<file path="src/rtl/posit_pkg.sv">
// posit_pkg: shared widths, special encodings and state encoding for the
// serial posit encoder/decoder pair (32-bit posits, es=3).
package posit_pkg;

    localparam int N     = 32;
    localparam int ES    = 3;
    localparam int K_W   = 6;
    localparam int IDX_W = 5;
    localparam int MS_W  = 5;

    localparam logic [N-1:0]   POSIT_ZERO = 32'h0000_0000;
    localparam logic [N-1:0]   POSIT_NAR  = 32'h8000_0000;
    localparam logic [K_W-1:0] RUN_MAX    = 6'd31;

    typedef enum logic [2:0] {
        ST_IDLE   = 3'd0,
        ST_SIGN   = 3'd1,
        ST_REGIME = 3'd2,
        ST_EXP    = 3'd3,
        ST_MANT   = 3'd4,
        ST_DONE   = 3'd5
    } posit_state_e;

endpackage

</file>
<file path="src/rtl/posit_decoder_if.sv">
// posit_decoder_if: start/done/received handshake, packed operand and
// decoded posit fields. master = operand/consumer side, slave = decoder.
interface posit_decoder_if;
    import posit_pkg::*;

    logic                  start;
    logic                  received;
    logic [N-1:0]          posit_in;
    logic                  sign_out;
    logic signed [K_W-1:0] k_out;
    logic [ES-1:0]         exp_out;
    logic [N-1:0]          mantissa_out;
    logic [MS_W-1:0]       mant_size;
    logic                  is_zero;
    logic                  is_nar;
    logic                  done;
    logic                  busy;

    modport master (
        output start, received, posit_in,
        input  sign_out, k_out, exp_out, mantissa_out, mant_size,
               is_zero, is_nar, done, busy
    );

    modport slave (
        input  start, received, posit_in,
        output sign_out, k_out, exp_out, mantissa_out, mant_size,
               is_zero, is_nar, done, busy
    );

endinterface

</file>
<file path="src/rtl/posit_decoder.sv">
// posit_decoder: serial MSB-first decoder for 32-bit posits with es=3.
// Exactly one posit bit is consumed per cycle, so every operand takes the same
// number of cycles; results are held with done until the consumer acknowledges.
// Build macro POSIT_DEC_TWOS_COMP_EN: negative non-NaR operands are converted
// from two's complement at capture (fields decode as standard signed posits);
// left undefined, the raw sign-magnitude layout is decoded.
//
// state  | meaning
// IDLE   | waiting for start, last result held
// SIGN   | bit 31 -> sign, bit 30 -> regime polarity, special-value flags
// REGIME | count run of regime bits until terminator or LSB
// EXP    | up to three exponent bits, MSB first
// MANT   | remaining bits left-aligned into the mantissa
// DONE   | result valid (done raised one cycle after entry), wait for received
module posit_decoder
    import posit_pkg::*;
(
    input  logic           clk,
    input  logic           rst,
    posit_decoder_if.slave bus
);

    posit_state_e          state_q, state_d;
    logic [N-1:0]          word_q, word_d;
    logic [IDX_W-1:0]      index_q, index_d;
    logic                  pol_q, pol_d;
    logic [K_W-1:0]        run_q, run_d;
    logic [1:0]            exp_cnt_q, exp_cnt_d;

    logic                  sign_q, sign_d;
    logic signed [K_W-1:0] k_q, k_d;
    logic [ES-1:0]         exp_q, exp_d;
    logic [N-1:0]          mant_q, mant_d;
    logic [MS_W-1:0]       mant_size_q, mant_size_d;
    logic                  is_zero_q, is_zero_d;
    logic                  is_nar_q, is_nar_d;
    logic                  done_q, done_d;

    logic                  cur_bit;
    logic [K_W-1:0]        run_inc;
    logic [K_W-1:0]        run_fin;
    logic [N-1:0]          captured;

    assign cur_bit = word_q[index_q];
    assign run_inc = (run_q == RUN_MAX) ? RUN_MAX : run_q + 6'd1;

`ifdef POSIT_DEC_TWOS_COMP_EN
    // Low 31 bits of -posit_in depend only on the low 31 bits of posit_in.
    logic [N-2:0] neg_low;
    assign neg_low = ~bus.posit_in[N-2:0] + {{(N-2){1'b0}}, 1'b1};

    // Negative operands (other than NaR) are stored as sign + magnitude of the negation.
    always_comb begin
        captured = bus.posit_in;
        if (bus.posit_in[N-1] && (bus.posit_in != POSIT_NAR)) begin
            captured = {1'b1, neg_low};
        end
    end
`else
    assign captured = bus.posit_in;
`endif

    // State and result registers; reset parks the bit index at the MSB.
    always_ff @(posedge clk) begin
        if (rst) begin
            state_q     <= ST_IDLE;
            word_q      <= '0;
            index_q     <= 5'd31;
            pol_q       <= 1'b0;
            run_q       <= '0;
            exp_cnt_q   <= '0;
            sign_q      <= 1'b0;
            k_q         <= '0;
            exp_q       <= '0;
            mant_q      <= '0;
            mant_size_q <= '0;
            is_zero_q   <= 1'b0;
            is_nar_q    <= 1'b0;
            done_q      <= 1'b0;
        end else begin
            state_q     <= state_d;
            word_q      <= word_d;
            index_q     <= index_d;
            pol_q       <= pol_d;
            run_q       <= run_d;
            exp_cnt_q   <= exp_cnt_d;
            sign_q      <= sign_d;
            k_q         <= k_d;
            exp_q       <= exp_d;
            mant_q      <= mant_d;
            mant_size_q <= mant_size_d;
            is_zero_q   <= is_zero_d;
            is_nar_q    <= is_nar_d;
            done_q      <= done_d;
        end
    end

    // Next-state and field extraction: one bit of word_q[index_q] per cycle.
    always_comb begin
        state_d     = state_q;
        word_d      = word_q;
        index_d     = index_q;
        pol_d       = pol_q;
        run_d       = run_q;
        exp_cnt_d   = exp_cnt_q;
        sign_d      = sign_q;
        k_d         = k_q;
        exp_d       = exp_q;
        mant_d      = mant_q;
        mant_size_d = mant_size_q;
        is_zero_d   = is_zero_q;
        is_nar_d    = is_nar_q;
        done_d      = done_q;
        run_fin     = run_q;

        case (state_q)
            ST_IDLE: begin
                if (bus.start) begin
                    word_d      = captured;
                    index_d     = 5'd31;
                    run_d       = '0;
                    exp_cnt_d   = '0;
                    sign_d      = 1'b0;
                    k_d         = '0;
                    exp_d       = '0;
                    mant_d      = '0;
                    mant_size_d = '0;
                    is_zero_d   = 1'b0;
                    is_nar_d    = 1'b0;
                    done_d      = 1'b0;
                    state_d     = ST_SIGN;
                end
            end
            ST_SIGN: begin
                sign_d    = cur_bit;
                pol_d     = word_q[N-2];
                run_d     = '0;
                is_zero_d = (word_q == POSIT_ZERO);
                is_nar_d  = (word_q == POSIT_NAR);
                index_d   = index_q - 5'd1;
                state_d   = ST_REGIME;
            end
            ST_REGIME: begin
                if (cur_bit == pol_q) begin
                    run_d   = run_inc;
                    run_fin = run_inc;
                end
                if ((cur_bit != pol_q) || (index_q == '0)) begin
                    k_d     = pol_q ? (run_fin - 6'd1) : (6'd0 - run_fin);
                    state_d = (index_q == '0) ? ST_DONE : ST_EXP;
                end
                if (index_q != '0) begin
                    index_d = index_q - 5'd1;
                end
            end
            ST_EXP: begin
                case (exp_cnt_q)
                    2'd0:    exp_d[2] = cur_bit;
                    2'd1:    exp_d[1] = cur_bit;
                    default: exp_d[0] = cur_bit;
                endcase
                exp_cnt_d = exp_cnt_q + 2'd1;
                if (index_q == '0) begin
                    state_d = ST_DONE;
                end else begin
                    index_d = index_q - 5'd1;
                    if (exp_cnt_q == 2'd2) begin
                        state_d = ST_MANT;
                    end
                end
            end
            ST_MANT: begin
                mant_d[5'd31 - mant_size_q] = cur_bit;
                mant_size_d = mant_size_q + 5'd1;
                if (index_q == '0) begin
                    state_d = ST_DONE;
                end else begin
                    index_d = index_q - 5'd1;
                end
            end
            ST_DONE: begin
                done_d = 1'b1;
                // Acknowledge only counts once the consumer can have seen done.
                if (done_q && bus.received) begin
                    done_d  = 1'b0;
                    state_d = ST_IDLE;
                end
            end
            default: begin
                state_d = ST_IDLE;
            end
        endcase
    end

    assign bus.sign_out     = sign_q;
    assign bus.k_out        = k_q;
    assign bus.exp_out      = exp_q;
    assign bus.mantissa_out = mant_q;
    assign bus.mant_size    = mant_size_q;
    assign bus.is_zero      = is_zero_q;
    assign bus.is_nar       = is_nar_q;
    assign bus.done         = done_q;
    assign bus.busy         = (state_q != ST_IDLE) && (state_q != ST_DONE);

endmodule

</file>
<file path="src/flat_wrapper.sv">
// flat-port wrapper written by rule: the top's interface ports become plain ports
module posit_decoder_flat import posit_pkg::*;
  (clk, rst, bus_start, bus_received, bus_posit_in, bus_sign_out, bus_k_out, bus_exp_out, bus_mantissa_out, bus_mant_size, bus_is_zero, bus_is_nar, bus_done, bus_busy);
  posit_decoder_if bus_i ();
  input  logic clk;
  input  logic rst;
  input wire logic [$bits(bus_i.start)-1:0] bus_start;
  input wire logic [$bits(bus_i.received)-1:0] bus_received;
  input wire logic [$bits(bus_i.posit_in)-1:0] bus_posit_in;
  output wire logic [$bits(bus_i.sign_out)-1:0] bus_sign_out;
  output wire logic [$bits(bus_i.k_out)-1:0] bus_k_out;
  output wire logic [$bits(bus_i.exp_out)-1:0] bus_exp_out;
  output wire logic [$bits(bus_i.mantissa_out)-1:0] bus_mantissa_out;
  output wire logic [$bits(bus_i.mant_size)-1:0] bus_mant_size;
  output wire logic [$bits(bus_i.is_zero)-1:0] bus_is_zero;
  output wire logic [$bits(bus_i.is_nar)-1:0] bus_is_nar;
  output wire logic [$bits(bus_i.done)-1:0] bus_done;
  output wire logic [$bits(bus_i.busy)-1:0] bus_busy;
  assign bus_i.start = bus_start;
  assign bus_i.received = bus_received;
  assign bus_i.posit_in = bus_posit_in;
  assign bus_sign_out = bus_i.sign_out;
  assign bus_k_out = bus_i.k_out;
  assign bus_exp_out = bus_i.exp_out;
  assign bus_mantissa_out = bus_i.mantissa_out;
  assign bus_mant_size = bus_i.mant_size;
  assign bus_is_zero = bus_i.is_zero;
  assign bus_is_nar = bus_i.is_nar;
  assign bus_done = bus_i.done;
  assign bus_busy = bus_i.busy;
  posit_decoder u_core (.clk(clk), .rst(rst), .bus(bus_i));
endmodule
</file>
<file path="config.mk">
export PLATFORM = sky130hd
export DESIGN_NAME = posit_decoder_flat
export DESIGN_NICKNAME = d
export VERILOG_FILES = /design/src/rtl/posit_pkg.sv /design/src/rtl/posit_decoder_if.sv /design/src/rtl/posit_decoder.sv /design/src/flat_wrapper.sv
export SDC_FILE = /design/constraint.sdc
export NUM_CORES = 1
export LEC_CHECK = 0
export CAP_MARGIN = 30
export CELL_PAD_IN_SITES_DETAIL_PLACEMENT = 2
export CELL_PAD_IN_SITES_GLOBAL_PLACEMENT = 2
export CORE_MARGIN = 2
export CORE_UTILIZATION = 30
export DETAILED_ROUTE_END_ITERATION = 8
export GPL_ROUTABILITY_DRIVEN = 0
export PLACE_DENSITY = 0.85
export SYNTH_ARGS = -nofsm -noshare
export SYNTH_HDL_FRONTEND = slang
export SYNTH_SLANG_ARGS = --single-unit
</file>
<file path="constraint.sdc">
create_clock -name clk -period 3.96 [get_ports clk]
set_clock_uncertainty 0.1 [all_clocks]
set_input_delay 0.792 -clock clk [delete_from_list [all_inputs] [get_ports clk]]
set_output_delay 0.792 -clock clk [all_outputs]
set_load 0.02 [all_outputs]
</file>
=== Word level (Yosys, flattened, before mapping) ===
Index checks and enable logic that the tools add are counted.

* Flip-flop bits (word level): 99
* Input port bits: 36
* Output and inout port bits: 51

* $add $sub $neg: 7
* Magnitude comparators: 3
* Equality and inequality tests: 22
* Muxes and demuxes: 42
* Reductions and logical operators: 31

{| class="wikitable"
|+ Operator list
! cell !! number
|-
| case mux 32 bit (2 select lines) || 1
|-
| 2-to-1 mux 6 bit || 6
|-
| bitwise mux 32 bit || 1
|-
| equality test 32 bit (second input constant) || 1
|-
| logical NOT 32 bit || 1
|-
| 2-to-1 mux 32 bit || 1
|-
| 2-to-1 mux 3 bit || 8
|-
| 2-to-1 mux 5 bit || 4
|-
| case mux 5 bit (4 select lines) || 1
|-
| case mux 3 bit (6 select lines) || 1
|-
| case mux 6 bit (3 select lines) || 1
|-
| < comparator 5 x 6 -> 1 bit (second input constant) || 2
|-
| case mux 6 bit (2 select lines) || 1
|-
| AND reduction 2 bit || 6
|-
| AND reduction 3 bit || 4
|-
| inequality test 2 bit (second input constant) || 5
|-
| case mux 5 bit (2 select lines) || 1
|-
| nonzero test 2 bit || 5
|-
| inequality test 2 x 1 -> 1 bit (second input constant) || 4
|-
| case mux 1 bit (2 select lines) || 4
|-
| 2-to-1 mux 1 bit || 7
|-
| adder 6 x 1 -> 6 bit (second input constant) || 1
|-
| equality test 3 x 2 -> 1 bit (second input constant) || 2
|-
| equality test 3 bit (second input constant) || 2
|-
| 31 further kinds || 35
|}

=== Longest topological paths before layout ===
* Depth after elaboration: 9
* Mapped depth: 13

=== Worst setup path after synthesis ===
OpenSTA, ideal clock, no wires.

* Kind: reg2reg
* From: register u_core.index_q[1]
* To: register u_core.k_q[2] (netlist: u_core.bus.k_out[2])
* Arrival: 2.819 ns
* Slack: 0.924 ns
* Cell stages (with the launch flop): 12
* Path buffers: 1
* Clock period less this slack: 3.036 ns
* Cells stage by stage: dfxtp_1 > buf_6 > mux4_2 > o2111a_1 > nor3_4 > xnor2_1 > nand2_1 > o22ai_1 > ha_1 > xor2_1 > mux2_1 > a22o_1

* Word-level cells in the longest chain between the ends: 9
* Elaborated cells on any way between the ends: 15
* Classes of those cells: add/sub: 2; eq/ne: 3; mux: 7; reduce/logical: 3

{| class="wikitable"
|+ RTL lines
! what !! line !! text
|-
| from (decl) || posit_decoder.sv:25 || <nowiki>logic [IDX_W-1:0] index_q, index_d;</nowiki>
|-
| from (signal assigned) || posit_decoder.sv:83 || <nowiki>index_q <= index_d;</nowiki>
|-
| binary-select mux 1 bit (select 5 bit) || posit_decoder.sv:44 || <nowiki>assign cur_bit = word_q[index_q];</nowiki>
|-
| 2-to-1 mux 1 bit (not written as such) || posit_decoder.sv:44 ||
|-
| equality test 1 bit || posit_decoder.sv:144 || <nowiki>if (cur_bit == pol_q) begin</nowiki>
|-
| 2-to-1 mux 6 bit || posit_decoder.sv:144 ||
|-
| 2-to-1 mux 6 bit || posit_decoder.sv:116 || <nowiki>case (state_q)</nowiki>
|-
| subtractor 1 x 6 -> 6 bit / subtractor 6 x 1 -> 6 bit (equally long branches) || posit_decoder.sv:149 || <nowiki>k_d = pol_q ? (run_fin - 6'd1) : (6'd0 - run_fin);</nowiki>
|-
| 2-to-1 mux 6 bit || posit_decoder.sv:149 ||
|-
| 2-to-1 mux 6 bit || posit_decoder.sv:148 || <nowiki>if ((cur_bit != pol_q) || (index_q == '0)) begin</nowiki>
|-
| case mux 6 bit (2 select lines) || posit_decoder.sv:116 ||
|-
| to (signal assigned) || posit_decoder.sv:88 || <nowiki>k_q <= k_d;</nowiki>
|-
| to (decl) || posit_decoder.sv:31 || <nowiki>logic signed [K_W-1:0] k_q, k_d;</nowiki>
|}

Parallel ways exist; a longest one is shown, timed or not. The select of a mux whose other input is x is not followed.
A chain may end at the register's enable or synchronous reset.

=== Worst setup path after layout ===
* From: register u_core.index_q[2]
* To: register u_core.k_q[2] (netlist: u_core.bus.k_out[2])

The elaborated chain is that of the path after synthesis.

==> results.tsv <==
stage	metric	value	unit
logic_synthesis	most frequent cell after synthesis	nand2_1	
critical_path	Critical Path, Cell by Cell	mux4_2 -> mux2i_1 -> o22ai_1 -> nor3_4 -> xnor2_1 -> nand3_1 -> o21ai_0 -> ha_1 -> xor2_1 -> mux2_1 -> a22o_1	
logic_synthesis	Async SR Flop Fraction	0	%
logic_synthesis	Yosys reg bits	99	
critical_path	Crit path largest cell delay	0.55	ns
pwr	PD cells	524	nW/um2
place	port bufs	86	
worst_hold_path	hold depth	1	
global_route	first-pass GRT wire length	29.6	mm
critical_path	Crit Path Class	flip-flop to flip-flop	
place	HPWL after DPL	12.6	mm
critical_path	worst-case reg-to-reg path depth	11	
floorplanning	Die Y	133	um
sta	worst relative slew slack	41.4	%
logic_synthesis	Post-Syn Nets	689	
critical_path	worst-path fanout max	15	
logic_synthesis	post-synth top area share	39.8	%
logic_synthesis	largest cells by area after synthesis	dfxtp_1 (40%), a21oi_1 (9.0%), nand2_1 (8.9%)	
routing	First-pass DRT Iterations	4	
critical_path	Reg-to-Reg End	u_core.bus.k_out[2]$_SDFFE_PP0P_	
global_route	overall routing resource usage	20.8	%
critical_path	CP Capture Type	flip-flop	
clock_network	Post-CTS Resized	0	
clock_network	CTS sink count	99	
sta	Fin. Hold Viols	0	
sta	fin crit period	3.65	ns
clock_network	Skew-Pair Late Insertion Delay	0.36	ns
critical_path	CP max stage cell	dfxtp_2	
critical_path	Critical R2R Launch	u_core.index_q[2]$_SDFFE_PP1P_	
pwr	worst vdd ir	264	uV
critical_path	WP data arrival	3.80	ns
floorplanning	Die Wd	133	um
critical_path	R2R setup slack	0.31	ns
floorplanning	Die Area	17600	um2
logic_synthesis	Synth top cells by count	nand2_1 (118), dfxtp_1 (99), a21oi_1 (90)	
floorplanning	initial core utilization	30.3	%
routing	wire per inst	19.1	um
sta	Period Utilization, post-route	92.2	%
routing	DRC Markers	0	
clock_network	worst-case clock buffer depth	2	
clock_network	TritonCTS Buffers	9	
job	Max Cap Viol	0	
global_route	vias in the first global route	5571	
logic_synthesis	sequential area share after synthesis	39.8	%
clock_network	H-tree depth	3	
finish	Area growth syn-to-layout	26.7	%
critical_path	Req. time, crit path	4.11	ns
clock_network	clk root buf	clkbuf_16	
floorplanning	# rows	47	
routing	routed vias/inst	5.38	
global_route	maximum number of pins on one net before global-route repair	70	
clock_network	setup bufs post-CTS	0	
routing	Post-DRT Antenna Nets	0	
status	status	finished clean	
finish	ANT cells	0	
floorplanning	IO Pins	87	
clock_network	hold_buf cts	0	
place	Cell Area, Placed	6000	um2
clock_network	CTS tree	yes	
clock_network	Worst-path clk slew	0.07	ns
critical_path	CP Capture Point	u_core.bus.k_out[2]$_SDFFE_PP0P_	
floorplanning	core area	16400	um2
pwr	Static Leak	2.14	nW
pwr	overall power	3.31	mW
critical_path	startpoint types	flip-flop	
logic_synthesis	EDFF count, synth	0	
finish	Nets	748	
routing	vias	4991	
finish	Util after Layout	38.4	%
sta	RSZ-0062 raised after global routing	false	
routing	total wire length	17.7	mm
critical_path	Setup crit start	u_core.index_q[2]$_SDFFE_PP1P_	
sta	Worst Tran Pin Value	0.871	ns
logic_synthesis	synthesized instance count	643	
global_route	GR Overflow Total	0	
logic_synthesis	post-synth cell types	49	
logic_synthesis	leading area contributor after synthesis	dfxtp_1	
global_route	antenna violations before repair	0	
finish	share of layout cells above drive strength 1	5.80	%
finish	Layout Cell Area excl Fill	6310	um2
sta	f_max	0.274	GHz
routing	Iteration-0 DRC Markers	255	
logic_synthesis	predominant post-synthesis flop cell	dfxtp_1	
sta	Final Slew Violations	0	
logic_synthesis	Avg Inst Size Synth	7.74	um2
worst_hold_path	Hold Path Class	flip-flop to flip-flop	
logic_synthesis	Yosys Warn Count	0	
sta	TNS Setup	0	ns
logic_synthesis	Cell Area, Synth	4980	um2
sta	final setup vio count	0	
where the power goes:
group / leakage, nW / total, mW / internal, mW / switching (mW)
logic: 1.18 / 1.16 / 0.413 / 0.751
registers: 0.802 / 1.22 / 1.09 / 0.133
clock network: 0.153 / 0.922 / 0.508 / 0.414
total: 2.14 / 3.31 / 2.01 / 1.30
critical path, delay by kind of cell, from the launching register on:
family / cells / cell delay, ns
multiplexers: 3 / 1.03
AND/OR/NAND/NOR: 2 / 0.57
flip-flops: 1 / 0.55
XOR/XNOR: 2 / 0.55
AO/OA/AOI/OAI: 3 / 0.50
adder cells (fa/ha/maj): 1 / 0.23
flip-flops by register name (all words and copies together), names as in the netlist:
| name | cells |
|---|---|
| u_core.bus.done | 1 |
| u_core.bus.mantissa_out | 32 |
| u_core.bus.sign_out | 1 |
| u_core.state_q | 3 |
| u_core.bus.k_out | 6 |
| u_core.pol_q | 1 |
| u_core.word_q | 32 |
| u_core.run_q | 6 |
| u_core.bus.is_zero | 1 |
| u_core.index_q | 5 |
| u_core.exp_cnt_q | 2 |
| u_core.bus.is_nar | 1 |
| u_core.bus.mant_size | 5 |
| u_core.bus.exp_out | 3 |
cells by family after synthesis:
kind of cell	synth area share (%)
compound gates	20.2
xor+xnor	1.58
fa+ha+maj	2.51
buf+inv	4.32
flops	39.8
mux	5.05
simple gates	26.5
metal layers:
layer	share of wire, %	up-vias	wire [um]	track usage, %
li1	-	2387	-	-
met1	44	2494	7830	25.6
met2	51	85	9000	36.9
met3	3.1	25	544	3.41
met4	2.0	0	362	6.93
met5	0	-	0	0
cell usage in the layout, fill, tap and decap left out, types with 8 or more instances in the layout:
cell	instances
nand2b_1	8
clkbuf_16	9
a21oi_1	90
nor2_1	44
dfxtp_1	97
nor3_1	10
clkdlybuf4s50_1	85
o21ai_0	29
o211ai_1	23
nand2_1	118
nand3_1	53
inv_1	9
mux2i_1	8
ha_1	10
and3_1	8
worst min path at each step:
| stage | startpoint | end |
|---|---|---|
| CTS | u_core.bus.mantissa_out[28]$_SDFFE_PP0P_ | u_core.bus.mantissa_out[28]$_SDFFE_PP0P_ |
| global route | u_core.word_q[29]$_SDFFE_PP0P_ | u_core.word_q[29]$_SDFFE_PP0P_ |
| floorplan | u_core.word_q[5]$_SDFFE_PP0P_ | u_core.word_q[5]$_SDFFE_PP0P_ |
| global placement | u_core.bus.is_zero$_SDFFE_PP0P_ | u_core.bus.is_zero$_SDFFE_PP0P_ |
| finish | u_core.bus.k_out[3]$_SDFFE_PP0P_ | u_core.bus.k_out[3]$_SDFFE_PP0P_ |
| detailed placement | u_core.bus.k_out[3]$_SDFFE_PP0P_ | u_core.bus.k_out[3]$_SDFFE_PP0P_ |
final cells by class:
cell class,count,area [um2]
inverters,9,33.8
flip-flops and latches,99,1980
clock inverters,6,62.6
fillers,1850,10100
well taps,220,275
repair buffers,93,921
clock buffers,10,239
multi-input cells,490,2790
per-stage QoR:
step                setup slack, ns  std cells  hold slack, ns
floorplan                     0.924        643           0.346
detailed placement            0.217        911           0.367
global placement              0.430        911           0.350
CTS                           0.105        927           0.379
global route                 0.0400        927           0.401
finish                        0.311        927           0.377
Power figures use the tool's default switching activity.
